==> config.mk <==
export PLATFORM = sky130hd
export DESIGN_NAME = mem_arbiter_flat
export DESIGN_NICKNAME = d
export VERILOG_FILES = /design/src/rtl/mem_arb_pkg.sv /design/src/rtl/mem_arbiter_if.sv /design/src/rtl/arb_rr2.sv /design/src/rtl/mem_arbiter.sv /design/src/flat_wrapper.sv
export SDC_FILE = /design/constraint.sdc
export NUM_CORES = 1
export LEC_CHECK = 0
export BUFFER_PORTS_ARGS = -buffer_cell sky130_fd_sc_hd__buf_2
export CORE_AREA = 5 5 296 298
export CTS_CLUSTER_SIZE = 30
export DETAILED_ROUTE_END_ITERATION = 8
export DIE_AREA = 0 0 301 303
export PLACE_DENSITY_LB_ADDON = 0.12
export SKIP_CTS_REPAIR_TIMING = 1
export SYNTH_ARGS = -nofsm -noshare
export SYNTH_HDL_FRONTEND = slang
export SYNTH_SLANG_ARGS = --single-unit
==> constraint.sdc <==
create_clock -name clk -period 5.29 [get_ports clk]
set_input_delay 0.2645 -clock clk [delete_from_list [all_inputs] [get_ports clk]]
set_output_delay 0.2645 -clock clk [all_outputs]
set_load 0.05 [all_outputs]
==> src/rtl/mem_arb_pkg.sv <==
// Shared types and constants for the two-port memory arbiter.
package mem_arb_pkg;

    // Default line-address, line-data and counter widths.
    localparam int unsigned DEF_AW = 28;
    localparam int unsigned DEF_DW = 128;
    localparam int unsigned DEF_CW = 16;

    // Requester IDs; also the bit positions in the arbiter's req/gnt vectors.
    localparam logic REQ_I = 1'b0;
    localparam logic REQ_D = 1'b1;

    typedef enum logic [1:0] {
        IDLE,
        GNT_I,
        GNT_D,
        REL
    } state_t;

endpackage

==> src/rtl/mem_arbiter_if.sv <==
// Bundles the I-cache, D-cache and memory-side signals of the arbiter.
// master: the arbiter's view. slave: the surrounding caches and memory.
interface mem_arbiter_if
    import mem_arb_pkg::*;
#(
    parameter int unsigned AW = DEF_AW,
    parameter int unsigned DW = DEF_DW,
    parameter int unsigned CW = DEF_CW
);
    logic          i_read;
    logic [AW-1:0] i_addr;
    logic [DW-1:0] i_rdata;
    logic          i_ready;

    logic          d_read;
    logic          d_write;
    logic [AW-1:0] d_addr;
    logic [DW-1:0] d_wdata;
    logic [DW-1:0] d_rdata;
    logic          d_ready;

    logic          mem_read;
    logic          mem_write;
    logic [AW-1:0] mem_addr;
    logic [DW-1:0] mem_wdata;
    logic [DW-1:0] mem_rdata;
    logic          mem_ready;

    logic [CW-1:0] i_cnt;
    logic [CW-1:0] d_cnt;

    modport master (
        input  i_read, i_addr,
        input  d_read, d_write, d_addr, d_wdata,
        input  mem_rdata, mem_ready,
        output i_rdata, i_ready, d_rdata, d_ready,
        output mem_read, mem_write, mem_addr, mem_wdata,
        output i_cnt, d_cnt
    );

    modport slave (
        output i_read, i_addr,
        output d_read, d_write, d_addr, d_wdata,
        output mem_rdata, mem_ready,
        input  i_rdata, i_ready, d_rdata, d_ready,
        input  mem_read, mem_write, mem_addr, mem_wdata,
        input  i_cnt, d_cnt
    );

endinterface

==> src/rtl/arb_rr2.sv <==
// Combinational two-input round-robin picker.
// last = ID of the previous winner; on a tie the other requester wins.
module arb_rr2
    import mem_arb_pkg::*;
(
    input  logic [1:0] req,
    input  logic       last,
    output logic [1:0] gnt,
    output logic       valid
);

    // One-hot grant: a lone requester wins outright, a tie goes away from last.
    always_comb begin
        gnt        = '0;
        gnt[REQ_I] = req[REQ_I] & (~req[REQ_D] | (last == REQ_D));
        gnt[REQ_D] = req[REQ_D] & (~req[REQ_I] | (last == REQ_I));
        valid      = |req;
    end

endmodule

==> src/rtl/mem_arbiter.sv <==
// Shares one line-refill memory port between the I-cache and D-cache.
// Round-robin grant, registered memory commands, combinational ready
// routing and saturating per-requester completion counters.
module mem_arbiter
    import mem_arb_pkg::*;
#(
    parameter int unsigned AW = DEF_AW,
    parameter int unsigned DW = DEF_DW,
    parameter int unsigned CW = DEF_CW
)(
    input  logic          clk,
    input  logic          proc_reset,
    mem_arbiter_if.master bus
);

    state_t        state_q, state_d;
    logic          last_q, last_d;
    logic          rd_q, rd_d;
    logic          wr_q, wr_d;
    logic [AW-1:0] addr_q, addr_d;
    logic [DW-1:0] wdata_q, wdata_d;
    logic [CW-1:0] i_cnt_q, i_cnt_d;
    logic [CW-1:0] d_cnt_q, d_cnt_d;

    logic [1:0]    req;
    logic [1:0]    gnt;
    logic          gnt_valid;

    assign req[REQ_I] = bus.i_read;
    assign req[REQ_D] = bus.d_read | bus.d_write;

    arb_rr2 u_arb (
        .req   (req),
        .last  (last_q),
        .gnt   (gnt),
        .valid (gnt_valid)
    );

    // State register.
    always_ff @(posedge clk or posedge proc_reset) begin
        if (proc_reset) begin
            state_q <= IDLE;
        end else begin
            state_q <= state_d;
        end
    end

    // Registered memory command, round-robin history and counters.
    always_ff @(posedge clk or posedge proc_reset) begin
        if (proc_reset) begin
            last_q  <= REQ_I;
            rd_q    <= 1'b0;
            wr_q    <= 1'b0;
            addr_q  <= '0;
            wdata_q <= '0;
            i_cnt_q <= '0;
            d_cnt_q <= '0;
        end else begin
            last_q  <= last_d;
            rd_q    <= rd_d;
            wr_q    <= wr_d;
            addr_q  <= addr_d;
            wdata_q <= wdata_d;
            i_cnt_q <= i_cnt_d;
            d_cnt_q <= d_cnt_d;
        end
    end

    // Next state plus next values of the registered outputs.
    // Commands load on the grant edge and clear on the completion edge, so
    // they only ever change at a clock edge.
    always_comb begin
        state_d = state_q;
        last_d  = last_q;
        rd_d    = rd_q;
        wr_d    = wr_q;
        addr_d  = addr_q;
        wdata_d = wdata_q;
        i_cnt_d = i_cnt_q;
        d_cnt_d = d_cnt_q;

        case (state_q)
            IDLE: begin
                if (gnt_valid) begin
                    if (gnt[REQ_D]) begin
                        state_d = GNT_D;
                        last_d  = REQ_D;
                        addr_d  = bus.d_addr;
                        wdata_d = bus.d_wdata;
                        wr_d    = bus.d_write;
                        rd_d    = ~bus.d_write;
                    end else begin
                        state_d = GNT_I;
                        last_d  = REQ_I;
                        addr_d  = bus.i_addr;
                        wr_d    = 1'b0;
                        rd_d    = 1'b1;
                    end
                end
            end
            GNT_I: begin
                if (bus.mem_ready) begin
                    state_d = REL;
                    rd_d    = 1'b0;
                    wr_d    = 1'b0;
                    i_cnt_d = (i_cnt_q == '1) ? i_cnt_q : i_cnt_q + 1'b1;
                end
            end
            GNT_D: begin
                if (bus.mem_ready) begin
                    state_d = REL;
                    rd_d    = 1'b0;
                    wr_d    = 1'b0;
                    d_cnt_d = (d_cnt_q == '1) ? d_cnt_q : d_cnt_q + 1'b1;
                end
            end
            REL: begin
                state_d = IDLE;
            end
            default: begin
                state_d = IDLE;
            end
        endcase
    end

    assign bus.mem_read  = rd_q;
    assign bus.mem_write = wr_q;
    assign bus.mem_addr  = addr_q;
    assign bus.mem_wdata = wdata_q;
    assign bus.i_ready   = bus.mem_ready & (state_q == GNT_I);
    assign bus.d_ready   = bus.mem_ready & (state_q == GNT_D);
    assign bus.i_rdata   = bus.mem_rdata;
    assign bus.d_rdata   = bus.mem_rdata;
    assign bus.i_cnt     = i_cnt_q;
    assign bus.d_cnt     = d_cnt_q;

endmodule

==> src/flat_wrapper.sv <==
// flat-port wrapper written by rule: the top's interface ports become plain ports
module mem_arbiter_flat import mem_arb_pkg::*;
#(
    parameter int unsigned AW = DEF_AW,
    parameter int unsigned DW = DEF_DW,
    parameter int unsigned CW = DEF_CW
)
  (clk, proc_reset, bus_i_read, bus_i_addr, bus_d_read, bus_d_write, bus_d_addr, bus_d_wdata, bus_mem_rdata, bus_mem_ready, bus_i_rdata, bus_i_ready, bus_d_rdata, bus_d_ready, bus_mem_read, bus_mem_write, bus_mem_addr, bus_mem_wdata, bus_i_cnt, bus_d_cnt);
  mem_arbiter_if #(.AW(AW), .DW(DW), .CW(CW)) bus_i ();
  input  logic clk;
  input  logic proc_reset;
  input wire logic [$bits(bus_i.i_read)-1:0] bus_i_read;
  input wire logic [$bits(bus_i.i_addr)-1:0] bus_i_addr;
  input wire logic [$bits(bus_i.d_read)-1:0] bus_d_read;
  input wire logic [$bits(bus_i.d_write)-1:0] bus_d_write;
  input wire logic [$bits(bus_i.d_addr)-1:0] bus_d_addr;
  input wire logic [$bits(bus_i.d_wdata)-1:0] bus_d_wdata;
  input wire logic [$bits(bus_i.mem_rdata)-1:0] bus_mem_rdata;
  input wire logic [$bits(bus_i.mem_ready)-1:0] bus_mem_ready;
  output wire logic [$bits(bus_i.i_rdata)-1:0] bus_i_rdata;
  output wire logic [$bits(bus_i.i_ready)-1:0] bus_i_ready;
  output wire logic [$bits(bus_i.d_rdata)-1:0] bus_d_rdata;
  output wire logic [$bits(bus_i.d_ready)-1:0] bus_d_ready;
  output wire logic [$bits(bus_i.mem_read)-1:0] bus_mem_read;
  output wire logic [$bits(bus_i.mem_write)-1:0] bus_mem_write;
  output wire logic [$bits(bus_i.mem_addr)-1:0] bus_mem_addr;
  output wire logic [$bits(bus_i.mem_wdata)-1:0] bus_mem_wdata;
  output wire logic [$bits(bus_i.i_cnt)-1:0] bus_i_cnt;
  output wire logic [$bits(bus_i.d_cnt)-1:0] bus_d_cnt;
  assign bus_i.i_read = bus_i_read;
  assign bus_i.i_addr = bus_i_addr;
  assign bus_i.d_read = bus_d_read;
  assign bus_i.d_write = bus_d_write;
  assign bus_i.d_addr = bus_d_addr;
  assign bus_i.d_wdata = bus_d_wdata;
  assign bus_i.mem_rdata = bus_mem_rdata;
  assign bus_i.mem_ready = bus_mem_ready;
  assign bus_i_rdata = bus_i.i_rdata;
  assign bus_i_ready = bus_i.i_ready;
  assign bus_d_rdata = bus_i.d_rdata;
  assign bus_d_ready = bus_i.d_ready;
  assign bus_mem_read = bus_i.mem_read;
  assign bus_mem_write = bus_i.mem_write;
  assign bus_mem_addr = bus_i.mem_addr;
  assign bus_mem_wdata = bus_i.mem_wdata;
  assign bus_i_cnt = bus_i.i_cnt;
  assign bus_d_cnt = bus_i.d_cnt;
  mem_arbiter #(.AW(AW), .DW(DW), .CW(CW)) u_core (.clk(clk), .proc_reset(proc_reset), .bus(bus_i));
endmodule
Word level (Yosys, flattened, before mapping)
Cells that the tools add are included.

storage, ports and cells
  word-level logic and storage cells = 50
  output and inout bits = 448
  flip-flop bits (word level) = 193
  input bits = 318

operators by class
  reduce and logical (&&, ||, !) cells = 10
  bitwise gates (word level) = 10
  $add $sub $neg = 2
  eq/ne operators = 7
  mux-type cells = 13

operator list
  kind                                                   count
  adder 16 x 1 -> 16 bit, second input constant          2
  == test 16 bit, second input constant                  2
  2-to-1 mux 28 bit                                      1
  AND reduction 3 bit                                    4
  2-to-1 mux 1 bit                                       6
  2-to-1 mux 2 bit                                       3
  case mux 2 bit (3 select lines)                        1
  NOT 1 bit                                              5
  == test 2 bit, second input constant                   2
  inequality test 2 x 1 -> 1 bit, second input constant  2
  case mux 1 bit (2 select lines)                        2
  AND reduction 2 bit                                    2
  OR reduction 2 bit                                     2
  AND 1 bit                                              3
  == test 2 x 1 -> 1 bit, second input constant          1
  zero test 2 bit                                        1
  OR 1 bit                                               2
  nonzero test 2 bit                                     1

Longest topological paths before layout
  depth in word-level cells = 6
  mapped depth = 7
  gate-level depth less buffers = 6

Cells and area by module
From an unflattened synthesis, not the netlist that was laid out.

unflattened totals
  cell total of the unflattened synthesis = 815
  area total of the unflattened synthesis = 9,850.7 um^2

by module, submodules not included
  module       cells each  area an instance (um^2)  sequential area each (um^2)  times used
  mem_arbiter  811         9,825.7                  4,829.6                      1
  arb_rr2      4           25.0                     0.0                          1

Worst setup path before layout
Ideal clock, no wire load.

  kind = reg-to-reg
  from = register u_core.d_cnt_q[0] (netlist: u_core.bus.d_cnt[0])
  to = register u_core.d_cnt_q[1] (netlist: u_core.bus.d_cnt[1])
  setup slack = 3.253 ns
  period minus slack after synthesis = 2.037 ns
  arrival time = 1.912 ns
  required time = 5.165 ns
  stages on the path, launching flop included = 6
  path buffers = 0
  path through = dfrtp_1 ha_1 nand4_2 nor4_4 nor2_2 mux2_4

on the way
  longest elaborated chain between the ends = 3

RTL lines
  what                                                            line               text
  start: declaration                                              mem_arbiter.sv:23  logic [CW-1:0] d_cnt_q, d_cnt_d;
  start signal: assignment                                        mem_arbiter.sv:65  d_cnt_q <= d_cnt_d;
  branches (longest 3 deep; another with adder 16 x 1 -> 16 bit)  n/a

Several ways; the timed one is not identified.
A chain may end at the register's enable or synchronous reset.

Final worst setup path
  from = register u_core.state_q[0]
  to = register u_core.wdata_q[17] (netlist: u_core.bus.mem_wdata[17])

on the way
  longest elaborated chain between the ends = 2

RTL lines
  what                           line               text
  start: declaration             mem_arbiter.sv:16  state_t state_q, state_d;
  start signal: assignment       mem_arbiter.sv:44  state_q <= state_d;
  zero test 2 bit                mem_arbiter.sv:82  case (state_q)
  AND reduction 3 bit (no line)  n/a
  end signal: assignment         mem_arbiter.sv:63  wdata_q <= wdata_d;
  end: declaration               mem_arbiter.sv:21  logic [DW-1:0] wdata_q, wdata_d;

Every way passes these cells.

==> impl_results.md <==
* Die W at 301 um
* Crit path time final at 2.31 ns
* Core area at 84,600 um2
* Netlist Area Pre-Place at 9840 um2
* YS warnings at 0
* Initial antenna violation count at 0
* Cell Count, Final, Fillers Out at 2,228
* Via count at 6,566
* Register area share after synthesis at 0.491
* Final Util at 0.154
* Die outline height at 303 um
* Wirelength, routed at 32,400 um
* Antenna diode count at 0
* DRC Markers at 0
* Final ANT Viol Nets at 0
* Worst Hold Depth at 3
* Max Fclk at 433 MHz
* Xor/xnor share of the synthesized area at 0.0231
* Critical path, cell by cell: inv_1 > ha_1 > nand2_4 > buf_12 > mux2_2
* Starting Density at 0.116
* Post-synthesis mux area share at 0.183
* Reg2reg setup slack at 2.98 ns
* Final instance area at 13,100 um2
* CP arrival at 2.68 ns
* Unrepaired setup endpoints after global routing: no
* CP Launch Type: flip-flop
* CTS tree: done
* Adder-cell share of the synthesized area at 0.00890
* Vias/cell at 2.95
* Grt ovf at 0
* CTS H-tree depth at 4
* Worst EP required at 5.66 ns
* Slew Limit Fails at 0
* Clk_skew at 0.0158 ns
* FF-to-FF Start: u_core.state_q[0]
* Cell Area, Placed at 11,200 um2
* CTS Buf Count at 17
* Final worst setup slack at 2.98 ns
* Least-Margin Pin Slew at 0.964 ns
* Clk_lat worst skew at 0.49 ns
* Post-synth cell types at 42
* Post-route clock period utilization at 0.437
* Setup crit end kind: flip-flop
* Min-delay src: bus_i_addr[24]
* Worst hold path class: in -> reg
* P_leak at 0.00602 uW
* Setup TNS at 0 ns
* Fin. Hold Viols at 0
* Overall Global Routing Usage at 0.0683
* # nets final at 1,396
* CP Max Fanout at 113
* Share of post-route cells with drive strength above 1 at 0.423
* Mapped Nets at 1,143
* Largest family of logic cells by synthesized area: buffers and inverters
* DRT iter0 DRCs at 156
* Rows at 107
* Simple-gate share of the synthesized area at 0.0582
* Global-route wire length before repair at 46,000 um
* TritonCTS Sinks at 193
* Largest net degree at the start of global routing at 114
* Crit path max-delay family: buffers and inverters
* Crit-path max cell delay at 0.41 ns
* Clock root cell: clkbuf_16
* Critical path buffer and inverter count at 2
* GP Congestion at 0.656
* Reg2Reg Depth at 5
* Synthesis-to-finish area growth at 32.7%
* Hpwl dp at 24,200 um
* Worst slew margin at 0.358
* Place WS at 2.95 ns
* Syn_area_per_cell at 12.0 um2
* Avg WL per Cell at 14.5 um
* Post-synthesis compound-gate area fraction at 0.0237
* Maximum clock path buffer count at 2
* Setup-failing EPs final at 0
* Placed Cells at 2,067
* Top Ports at 766
* Outcome: finished clean
* Vias in the first global route at 6,668
* Slowest cell on crit path: mux2_2
* I/O Buffers at 381
* Max cap viols at 0
* Clk slew on worst S/H paths at 0.08 ns
* Cells after synthesis at 818
* Power Dens Cells at 637 nW/um2
* Worst path depth at 5
* Critical Setup Path Class: reg -> reg
* R2R Path End: u_core.bus.mem_wdata[17]
* Die footprint at 91,200 um2
* Hold Path Sink: u_core.bus.mem_addr[24]
* Peak VDD IR at 240 uV
* #FFs+latches synth at 193
* Drt first pass iters at 4
==> per-layer routing <==
layer | vias to the layer above | GRT usage | wire [um]
li1 | 3009 | - | -
met2 | 457 | 0.0962 | 14100
met1 | 3057 | 0.0775 | 13000
met4 | 0 | 0.0239 | 593
met5 | - | 0.00476 | 0
met3 | 43 | 0.0540 | 4670
==> worst min-delay path, cell delays in order <==
cell     delay [ns]
buf_2          0.07
mux2i_1        0.05
o21ai_0        0.13
==> registers in the layout, indices dropped and copies added, names as in the netlist <==
register	flops
u_core.bus.d_cnt	16
u_core.bus.i_cnt	16
u_core.bus.mem_write	1
u_core.state_q	2
u_core.bus.mem_read	1
u_core.bus.mem_wdata	128
u_core.bus.mem_addr	28
u_core.last_q	1
==> final cells by class <==
cell class              count  area (um2)
repair buffers            515        3260
clock inverters            13         154
clock buffers              19         433
multi-input cells         340        2930
fillers                  9570       71600
flip-flops and latches    193        4830
well taps                1144        1430
inverters                   4        18.8
==> how the worst max path moves through the flow <==
stage	from	end	slack, ns
after floorplan	proc_reset	u_core.bus.d_cnt[0]	2.54
after detailed placement	u_core.state_q[0]	u_core.bus.mem_wdata[3]	2.95
after global placement	u_core.state_q[0]	u_core.bus.mem_wdata[2]	2.94
after CTS	u_core.state_q[0]	u_core.bus.mem_wdata[3]	2.94
after global routing	u_core.state_q[0]	u_core.bus.mem_wdata[18]	2.84
final	u_core.state_q[0]	u_core.bus.mem_wdata[17]	2.98
==> power by group <==
group / internal, uW / leakage, uW / switching [uW]
registers: 2140 / 0.00236 / 352
clock network: 708 / 0.000278 / 683
logic: 1140 / 0.00339 / 3300
==> cell families after synthesis <==
group	count (synthesis)
adder cells (fa/ha/maj)	7
AND/OR/NAND/NOR	103
flip-flops	193
buffers and inverters	285
multiplexers	162
XOR/XNOR	26
AO/OA/AOI/OAI	42
==> through the flow <==
stage,total power (uW),hold slack (ns)
2_1_floorplan,6310,0.396
3_3_place_gp,6990,0.459
3_5_place_dp,7000,0.466
4_1_cts,8480,-0.0857
5_1_grt,8850,0.0279
6_report,8320,0.0614
==> cell usage after synthesis <==
library cell / number / area [um2]
nand4_4: 1 / 21.3
nand3b_1: 1 / 7.51
o2111ai_1: 1 / 8.76
or2_2: 2 / 12.5
buf_2: 10 / 50.1
buf_4: 267 / 2000
mux2i_1: 29 / 290
nand2_1: 39 / 146
nor3b_1: 1 / 7.51
xnor2_1: 17 / 149
and3_1: 5 / 31.3
nand4b_1: 1 / 8.76
o41a_1: 1 / 11.3
nand4_1: 8 / 50.1
buf_6: 1 / 11.3
or3_1: 1 / 6.26
nand4_2: 3 / 37.5
xor2_1: 9 / 78.8
a21oi_1: 5 / 25.0
and4_1: 1 / 8.76
clkbuf_1: 3 / 11.3
o21a_1: 2 / 15.0
nor4_2: 1 / 12.5
o21ai_0: 29 / 145
mux2_4: 2 / 30.0
nand3_1: 13 / 65.1
mux2_1: 103 / 1160
nor2_1: 6 / 22.5
nor2_2: 1 / 6.26
inv_1: 4 / 15.0
dfrtp_1: 193 / 4830
nor4b_1: 1 / 8.76
and2_1: 2 / 12.5
nand2b_1: 1 / 6.26
nor3_1: 6 / 30.0
mux2_2: 28 / 315
nor4_4: 1 / 21.3
ha_1: 7 / 87.6
a31oi_1: 3 / 18.8
a41oi_1: 1 / 8.76
nor4_1: 4 / 25.0
nor2b_1: 4 / 25.0
==> layout by cell type, fill, tap and decap left out, types with 3 or more instances in the layout <==
master,count
buf_2,381
o21ai_0,29
nand3_1,13
xnor2_1,17
inv_1,3
mux2_1,103
nor2_1,6
nor3_1,6
inv_6,3
clkinvlp_4,4
nor2b_1,4
dfrtp_1,193
nand2_1,38
xor2_1,9
a31oi_1,3
ha_1,7
nand4_2,3
dlygate4sd3_1,129
nand4_1,8
mux2_2,28
buf_4,3
nor4_1,4
a21oi_1,5
clkbuf_16,17
mux2i_1,29
and3_1,5
Power figures use the tool's default switching activity.
